--- config.mk ---
export PLATFORM = sky130hd
export DESIGN_NAME = uart_rx_fifo
export DESIGN_NICKNAME = d
export VERILOG_FILES = /design/src/rtl/uart_pkg.sv /design/src/rtl/uart_sync_fifo.sv /design/src/rtl/uart_rx_fifo.sv
export SDC_FILE = /design/constraint.sdc
export NUM_CORES = 1
export LEC_CHECK = 0
export BUFFER_PORTS_ARGS = -buffer_cell sky130_fd_sc_hd__buf_2
export CORE_MARGIN = 4
export CORE_UTILIZATION = 25
export CTS_CLUSTER_DIAMETER = 80
export DETAILED_ROUTE_END_ITERATION = 16
export GPL_TIMING_DRIVEN = 0
export PLACE_DENSITY_LB_ADDON = 0.12
export SLEW_MARGIN = 10
export SYNTH_ARGS = -nofsm -noshare
export SYNTH_HDL_FRONTEND = slang
export SYNTH_SLANG_ARGS = --single-unit
--- constraint.sdc ---
create_clock -name clk -period 6.4 [get_ports clk]
set_input_delay 1.6 -clock clk [delete_from_list [all_inputs] [get_ports clk]]
set_output_delay 1.6 -clock clk [all_outputs]
set_load 0.01 [all_outputs]
--- src/rtl/uart_pkg.sv ---
// uart_pkg: shared types and helpers for the UART receive path.
//   rx_state_e  - receiver FSM states
//   PAR_*       - parity mode encodings for the PARITY parameter
//   tick_div()  - rounded clock divisor for one oversample tick
package uart_pkg;

  typedef enum logic [2:0] {
    IDLE,
    START,
    DATA,
    PARITY,
    STOP,
    WAIT_IDLE
  } rx_state_e;

  localparam int PAR_NONE = 0;
  localparam int PAR_EVEN = 1;
  localparam int PAR_ODD  = 2;

  // round(clk_hz / (baud * os))
  function automatic int tick_div(input int clk_hz, input int baud, input int os);
    return (clk_hz + (baud * os) / 2) / (baud * os);
  endfunction

endpackage

--- src/rtl/uart_sync_fifo.sv ---
// uart_sync_fifo: first-word-fall-through FIFO.
//   clk, rst  - clock, async active-high reset
//   i_push    - write i_data (accepted when not full, or full with a pop)
//   i_pop     - read the head word (ignored while empty)
//   o_data    - head word, zero while empty
//   o_valid   - not empty
//   o_count   - occupancy 0..DEPTH
module uart_sync_fifo #(
  parameter int WIDTH = 8,
  parameter int DEPTH = 4
) (
  input  logic                     clk,
  input  logic                     rst,
  input  logic                     i_push,
  input  logic [WIDTH-1:0]         i_data,
  input  logic                     i_pop,
  output logic [WIDTH-1:0]         o_data,
  output logic                     o_valid,
  output logic [$clog2(DEPTH):0]   o_count
);

  localparam int AW = $clog2(DEPTH);

  logic [WIDTH-1:0] r_mem [DEPTH];
  logic [AW-1:0]    r_wr, r_rd;
  logic [AW:0]      r_count;
  logic             w_pop, w_push;

  assign w_pop  = i_pop && (r_count != '0);
  // Full FIFO still takes a push if the head leaves in the same cycle.
  assign w_push = i_push && ((r_count != (AW+1)'(DEPTH)) || w_pop);

  always_ff @(posedge clk or posedge rst) begin
    if (rst) begin
      r_wr    <= '0;
      r_rd    <= '0;
      r_count <= '0;
    end else begin
      if (w_push) r_wr <= r_wr + AW'(1);
      if (w_pop)  r_rd <= r_rd + AW'(1);
      case ({w_push, w_pop})
        2'b10:   r_count <= r_count + (AW+1)'(1);
        2'b01:   r_count <= r_count - (AW+1)'(1);
        default: ;
      endcase
    end
  end

  always_ff @(posedge clk) begin
    if (w_push) r_mem[r_wr] <= i_data;
  end

  assign o_valid = (r_count != '0);
  assign o_data  = o_valid ? r_mem[r_rd] : '0;
  assign o_count = r_count;

endmodule

--- src/rtl/uart_rx_fifo.sv ---
// uart_rx_fifo: oversampling UART receiver feeding a FWFT receive FIFO.
//   clk, rst     - system clock, async active-high reset
//   uart_rx      - asynchronous serial line, idle high
//   rx_data      - FIFO head word, valid while rx_valid
//   rx_valid     - FIFO not empty
//   rx_ready     - consumer pop strobe
//   fifo_count   - FIFO occupancy
//   frame_err    - pulse: a stop bit sampled low
//   parity_err   - pulse: parity mismatch
//   overrun      - pulse: good frame dropped because the FIFO was full
module uart_rx_fifo import uart_pkg::*; #(
  parameter int CLOCK_FREQ = 50000000,
  parameter int BAUD_RATE  = 115200,
  parameter int OVERSAMPLE = 16,
  parameter int DATA_BITS  = 8,
  parameter int PARITY     = 0,
  parameter int STOP_BITS  = 1,
  parameter int FIFO_DEPTH = 4
) (
  input  logic                          clk,
  input  logic                          rst,
  input  logic                          uart_rx,
  output logic [DATA_BITS-1:0]          rx_data,
  output logic                          rx_valid,
  input  logic                          rx_ready,
  output logic [$clog2(FIFO_DEPTH):0]   fifo_count,
  output logic                          frame_err,
  output logic                          parity_err,
  output logic                          overrun
);

  localparam int DIV = tick_div(CLOCK_FREQ, BAUD_RATE, OVERSAMPLE);
  localparam int TW  = $clog2(DIV + 1);
  localparam int SW  = $clog2(OVERSAMPLE);
  localparam int BW  = $clog2(DATA_BITS);
  localparam int M   = OVERSAMPLE / 2;

  rx_state_e           r_state;
  logic [1:0]          r_sync;
  logic                r_rx_prev;
  logic [TW-1:0]       r_tick_cnt;
  logic [SW-1:0]       r_s;
  logic [1:0]          r_samp;
  logic [DATA_BITS-1:0] r_shift;
  logic [BW-1:0]       r_bit_idx;
  logic                r_stop_cnt;
  logic                r_stop_bad;
  logic                r_par_bad;

  logic w_rx, w_start_edge, w_tick, w_mid, w_maj;
  logic w_pop, w_full, w_final, w_stop_bad, w_push;

  assign w_rx         = r_sync[1];
  assign w_start_edge = (r_state == IDLE) && r_rx_prev && !w_rx;
  assign w_tick       = (r_tick_cnt == TW'(DIV - 1));
  // Decision point of each bit: the third of the three mid-bit samples.
  assign w_mid        = w_tick && (r_s == SW'(M + 1));
  assign w_maj        = (r_samp[0] & r_samp[1]) | (r_samp[0] & w_rx) | (r_samp[1] & w_rx);
  assign w_pop        = rx_valid && rx_ready;
  assign w_full       = (fifo_count == ($clog2(FIFO_DEPTH)+1)'(FIFO_DEPTH));
  assign w_final      = (r_state == STOP) && w_mid && (r_stop_cnt == 1'(STOP_BITS - 1));
  assign w_stop_bad   = r_stop_bad | ~w_maj;
  assign w_push       = w_final && !w_stop_bad && !r_par_bad && (!w_full || w_pop);

  // 2-flop synchroniser; prev copy for falling-edge detection.
  always_ff @(posedge clk or posedge rst) begin
    if (rst) begin
      r_sync    <= 2'b11;
      r_rx_prev <= 1'b1;
    end else begin
      r_sync    <= {r_sync[0], uart_rx};
      r_rx_prev <= w_rx;
    end
  end

  // Tick generator and sample index; both realign to the start edge.
  always_ff @(posedge clk or posedge rst) begin
    if (rst) begin
      r_tick_cnt <= '0;
      r_s        <= '0;
      r_samp     <= 2'b11;
    end else begin
      if (w_start_edge || w_tick) r_tick_cnt <= '0;
      else                        r_tick_cnt <= r_tick_cnt + TW'(1);
      if (w_start_edge)      r_s <= '0;
      else if (w_tick)       r_s <= (r_s == SW'(OVERSAMPLE - 1)) ? '0 : r_s + SW'(1);
      if (w_tick && r_s == SW'(M - 1)) r_samp[0] <= w_rx;
      if (w_tick && r_s == SW'(M))     r_samp[1] <= w_rx;
    end
  end

  // State advances at each mid-bit; r_s keeps counting so the next
  // bit's mid point falls exactly one bit period later.
  always_ff @(posedge clk or posedge rst) begin
    if (rst) begin
      r_state    <= IDLE;
      r_shift    <= '0;
      r_bit_idx  <= '0;
      r_stop_cnt <= 1'b0;
      r_stop_bad <= 1'b0;
      r_par_bad  <= 1'b0;
      frame_err  <= 1'b0;
      parity_err <= 1'b0;
      overrun    <= 1'b0;
    end else begin
      frame_err  <= 1'b0;
      parity_err <= 1'b0;
      overrun    <= 1'b0;
      case (r_state)
        IDLE: if (w_start_edge) r_state <= START;
        START: begin
          r_bit_idx  <= '0;
          r_stop_cnt <= 1'b0;
          r_stop_bad <= 1'b0;
          r_par_bad  <= 1'b0;
          if (w_mid) r_state <= w_maj ? IDLE : DATA;
        end
        DATA: if (w_mid) begin
          r_shift <= {w_maj, r_shift[DATA_BITS-1:1]};
          if (r_bit_idx == BW'(DATA_BITS - 1)) begin
            if (PARITY != PAR_NONE) r_state <= uart_pkg::PARITY;
            else                    r_state <= STOP;
          end else begin
            r_bit_idx <= r_bit_idx + BW'(1);
          end
        end
        uart_pkg::PARITY: if (w_mid) begin
          r_par_bad <= w_maj != ((^r_shift) ^ (PARITY == PAR_ODD));
          r_state   <= STOP;
        end
        STOP: if (w_mid) begin
          if (w_final) begin
            if (w_stop_bad) begin
              frame_err <= 1'b1;
              r_state   <= WAIT_IDLE;
            end else begin
              r_state <= IDLE;
              if (r_par_bad)            parity_err <= 1'b1;
              else if (w_full && !w_pop) overrun   <= 1'b1;
            end
          end else begin
            r_stop_bad <= ~w_maj;
            r_stop_cnt <= 1'b1;
          end
        end
        WAIT_IDLE: if (w_rx) r_state <= IDLE;
        default: r_state <= IDLE;
      endcase
    end
  end

  uart_sync_fifo #(
    .WIDTH (DATA_BITS),
    .DEPTH (FIFO_DEPTH)
  ) u_fifo (
    .clk     (clk),
    .rst     (rst),
    .i_push  (w_push),
    .i_data  (r_shift),
    .i_pop   (rx_ready),
    .o_data  (rx_data),
    .o_valid (rx_valid),
    .o_count (fifo_count)
  );

endmodule

==> out/metrics.cfg <==
[floorplanning]
die_height_um=125
floorplan.initialDensity_pct=25.6
floorplan.core_area_um2=13300
dieArea_um2=15600
chipWidth_um=125
rows=42
floorplan.io_pins=19

[min_path]
timing.hold.worst.class=reg -> reg

[setup_path]
reg_to_reg_startpoint=r_s[1]
critical_path.endpoint_type=primary output
critical_path_peak_fanout=9
setup.worst_path.start=u_fifo.r_rd[1]
path_buf_inv=2
worst_path_max_stage_delay_ns=0.48
worst_setup_path_type=reg -> out
path_depth=4
r2r.worst_path.cells=12
slowest_stage=sky130_fd_sc_hd__clkbuf_1
critPathRequiredTime_ns=4.80
critical_path.startpoint_type=register
cell_by_cell_listing_of_the_critical_path=clkbuf_1, mux4_2, and2_1, buf_2
critPathCapture=rx_data[3]
data_arrival_time_at_the_worst_slack_endpoint_ns=1.84
r2r_end=u_fifo.o_count[2]
ff2ff_setup_slack_ns=3.78
crit_family=buffers and inverters

[timing]
rsz_0062_raised_after_global_routing=false
max_freq_mhz=291
finClkSkew_ns=0.00523
timing.max_slew.rel_slack_pct=50.6
timing.final.hold_violations=0
final-max-slew-violation-count=0
finalSetupViolations=0
period_share_pct=53.7
hold_slack_ns=0.356
finalWorstPathRequiredPeriod_ns=3.44
timing.setup.tns_ns=0
worst_pin_slew_ns=0.730

[grt]
track_usage_pct=8.68
initial_antenna_violation_count=0
gr-usage-met2_pct=14.1
global_route.overflow_total=0
first_global_vias=2000
gr-usage-met1_pct=10.8
grt_util_met3_pct=2.87
grt_first_pass_wirelength_mm=10.5
grt_busiest_layer=met2
pin_count_of_the_biggest_net_entering_global_routing=23

[synth]
yosys.area.top_type_share_pct=28.2
count_of_state_elements_after_synthesis=73
synthFlopType=sky130_fd_sc_hd__dfrtp_1
synth_nets=267
synth_async_sr_flop_share_pct=56.2
postSynthAreaPerCell_um2=13.6
post_synth_main_area_contributors=sky130_fd_sc_hd__edfxtp_1, sky130_fd_sc_hd__dfrtp_1, sky130_fd_sc_hd__mux4_2
ys_seq_area_share_pct=58.5
post-synth-top-area-cell=sky130_fd_sc_hd__edfxtp_1
synth-edff-count=32
yosys_warnings=0
post_synth_instance_area_um2=3410
gate_count_of_the_mapped_netlist=250
synth_cell_types=50

[cells_and_area]
drive_gt1_share_pct=26.3
most-common-layout-cells=sky130_fd_sc_hd__dfrtp_1, sky130_fd_sc_hd__edfxtp_1, sky130_fd_sc_hd__buf_2
final_net_count=297
area.growth.synth_to_final_pct=19.3
n_fill_cell=1355
postLayoutCellArea_um2=4070
layoutNonFillerInstCount=461
layout.cells.most_common=sky130_fd_sc_hd__dfrtp_1
number_of_antenna_diodes=0

[drt]
firstDrtPassIters=4
drc_errors=0
vias_per_cell=4.11
detailroute.via_count=1895
drt_first_iter_violations=61
avgRoutedWirePerCell_um=13.5
detail_route.wirelength_mm=6.24
route.antenna.remaining_nets=0

[power_and_ir_drop]
seq_power_share_pct=42.5
cellPowerDensity_nw_per_um2=326
share_of_total_power_consumed_by_net_switching_pct=26.9
peakVddDrop_mv=0.147
internal_power_uw=968
fraction_of_power_consumed_by_the_clock_network_pct=40.6
total_leakage_power_nw=1.76
p_comb_share_pct=16.9
p_switching_uw=356

[clocking]
h_tree_depth=3
cts_tree=yes
cts_resized=0
total_cts_buffers=9
post_cts_hold_buffers=0
clkTransAtPathRegs_ns=0.06
clock-root-buffer=sky130_fd_sc_hd__clkbuf_16
cts_setup_buffers=0
clock_tree.buffer_depth=2
clk-insertion-delay-late_ns=0.33
cts.sink_count=73

[run_status]
outcome=completed

[placement]
gp_congestion=0.706
placedCellCount=445
io_buffers=18
post-dp-hpwl_mm=4.32
placed_cell_area_um2=3740

[flow_run]
cap_violations=0

flip-flops by register name, summed over array words and instances, names as in the netlist, 2 cells and up:
register / flops
r_bit_idx: 3
u_fifo.r_mem: 32
r_samp: 2
r_shift: 8
r_s: 4
r_state: 3
u_fifo.o_count: 3
u_fifo.r_wr: 2
u_fifo.r_rd: 2
r_tick_cnt: 5
r_sync: 2
worst min path at each step:
stage,slack (ns),end,cells after the start,start
after floorplan,0.35,r_sync[1],0,r_sync[0]
after global placement,0.35,r_sync[1],0,r_sync[0]
after detailed placement,0.35,r_sync[1],0,r_sync[0]
after CTS,0.36,r_sync[1],0,r_sync[0]
after global routing,0.36,r_sync[1],0,r_sync[0]
final,0.36,r_sync[1],0,r_sync[0]
Yosys cell counts (all sizes together) (2+ instances only):
cell type  number
nor3b           3
mux4            8
a22o            2
edfxtp         32
nand4           3
xor2            6
nor2           20
xnor2          10
inv            14
nor2b           2
ha             12
and2           14
a21o            4
and3            2
mux2i           4
buf             6
dfrtp          36
nand2          11
clkbuf          4
a32o            2
dfstp           5
nor3            3
nand3           7
o21ai           5
a21oi           8
nor4b           2
mux2           11
final cells by class:
class                   instances  area, um2  share of cell area [%]
plain buffers                  10       57.6                    1.42
clock inverters                 6       91.3                    2.25
multi-input cells             153       1300                    32.1
repair buffers                 19        118                    2.89
well taps                     176        220                    5.42
clock buffers                  10        229                    5.63
flip-flops and latches         73       1990                    49.0
inverters                      14       52.6                    1.29
routing by layer:
layer	wire [um]	up-vias
met1	2940	921
met5	0	-
li1	-	944
met2	3020	21
met3	196	9
met4	90	0
kinds of logic after synthesis:
kind of cell,synth area share (%)
AOI/OAI and AO/OA,4.52
xor gates and xnor gates,4.77
adders and majority gates,5.29
buffers and inverters,3.23
DFF,58.5
muxes,10.1
and+or+nand+nor,13.6
worst reg2reg max path, stage by stage (launching register included):
cell and delay (ns):
sky130_fd_sc_hd__dfrtp_1 0.39, sky130_fd_sc_hd__inv_1 0.11, sky130_fd_sc_hd__ha_1 0.27, sky130_fd_sc_hd__nor2b_1 0.30
sky130_fd_sc_hd__nand4_4 0.18, sky130_fd_sc_hd__nor3_4 0.34, sky130_fd_sc_hd__inv_1 0.08, sky130_fd_sc_hd__ha_1 0.22
sky130_fd_sc_hd__inv_1 0.07, sky130_fd_sc_hd__fa_1 0.17, sky130_fd_sc_hd__xor2_1 0.15, sky130_fd_sc_hd__nor2_1 0.07
sky130_fd_sc_hd__xor2_1 0.14
power by group through the flow:
stage                     Clock [mW]  Sequential (mW)  Combinational (mW)
after floorplan                    0            0.569               0.170
after detailed placement           0            0.571               0.232
final                          0.538            0.563               0.224
after global placement             0            0.572               0.228
after global routing           0.577            0.570               0.260
after CTS                      0.555            0.563               0.234
metrics by stage:
| step | total power, mW | worst slack [ns] | utilization [%] |
|---|---|---|---|
| after detailed placement | 0.804 | 2.74 | 28.2 |
| after global placement | 0.800 | 2.76 | 28.0 |
| after floorplan | 0.738 | 3.06 | - |
| after global routing | 1.41 | 2.81 | 30.6 |
| after CTS | 1.35 | 2.90 | 30.6 |
| final | 1.32 | 2.96 | 30.6 |
Note: power is estimated with default switching activity, not from simulation.
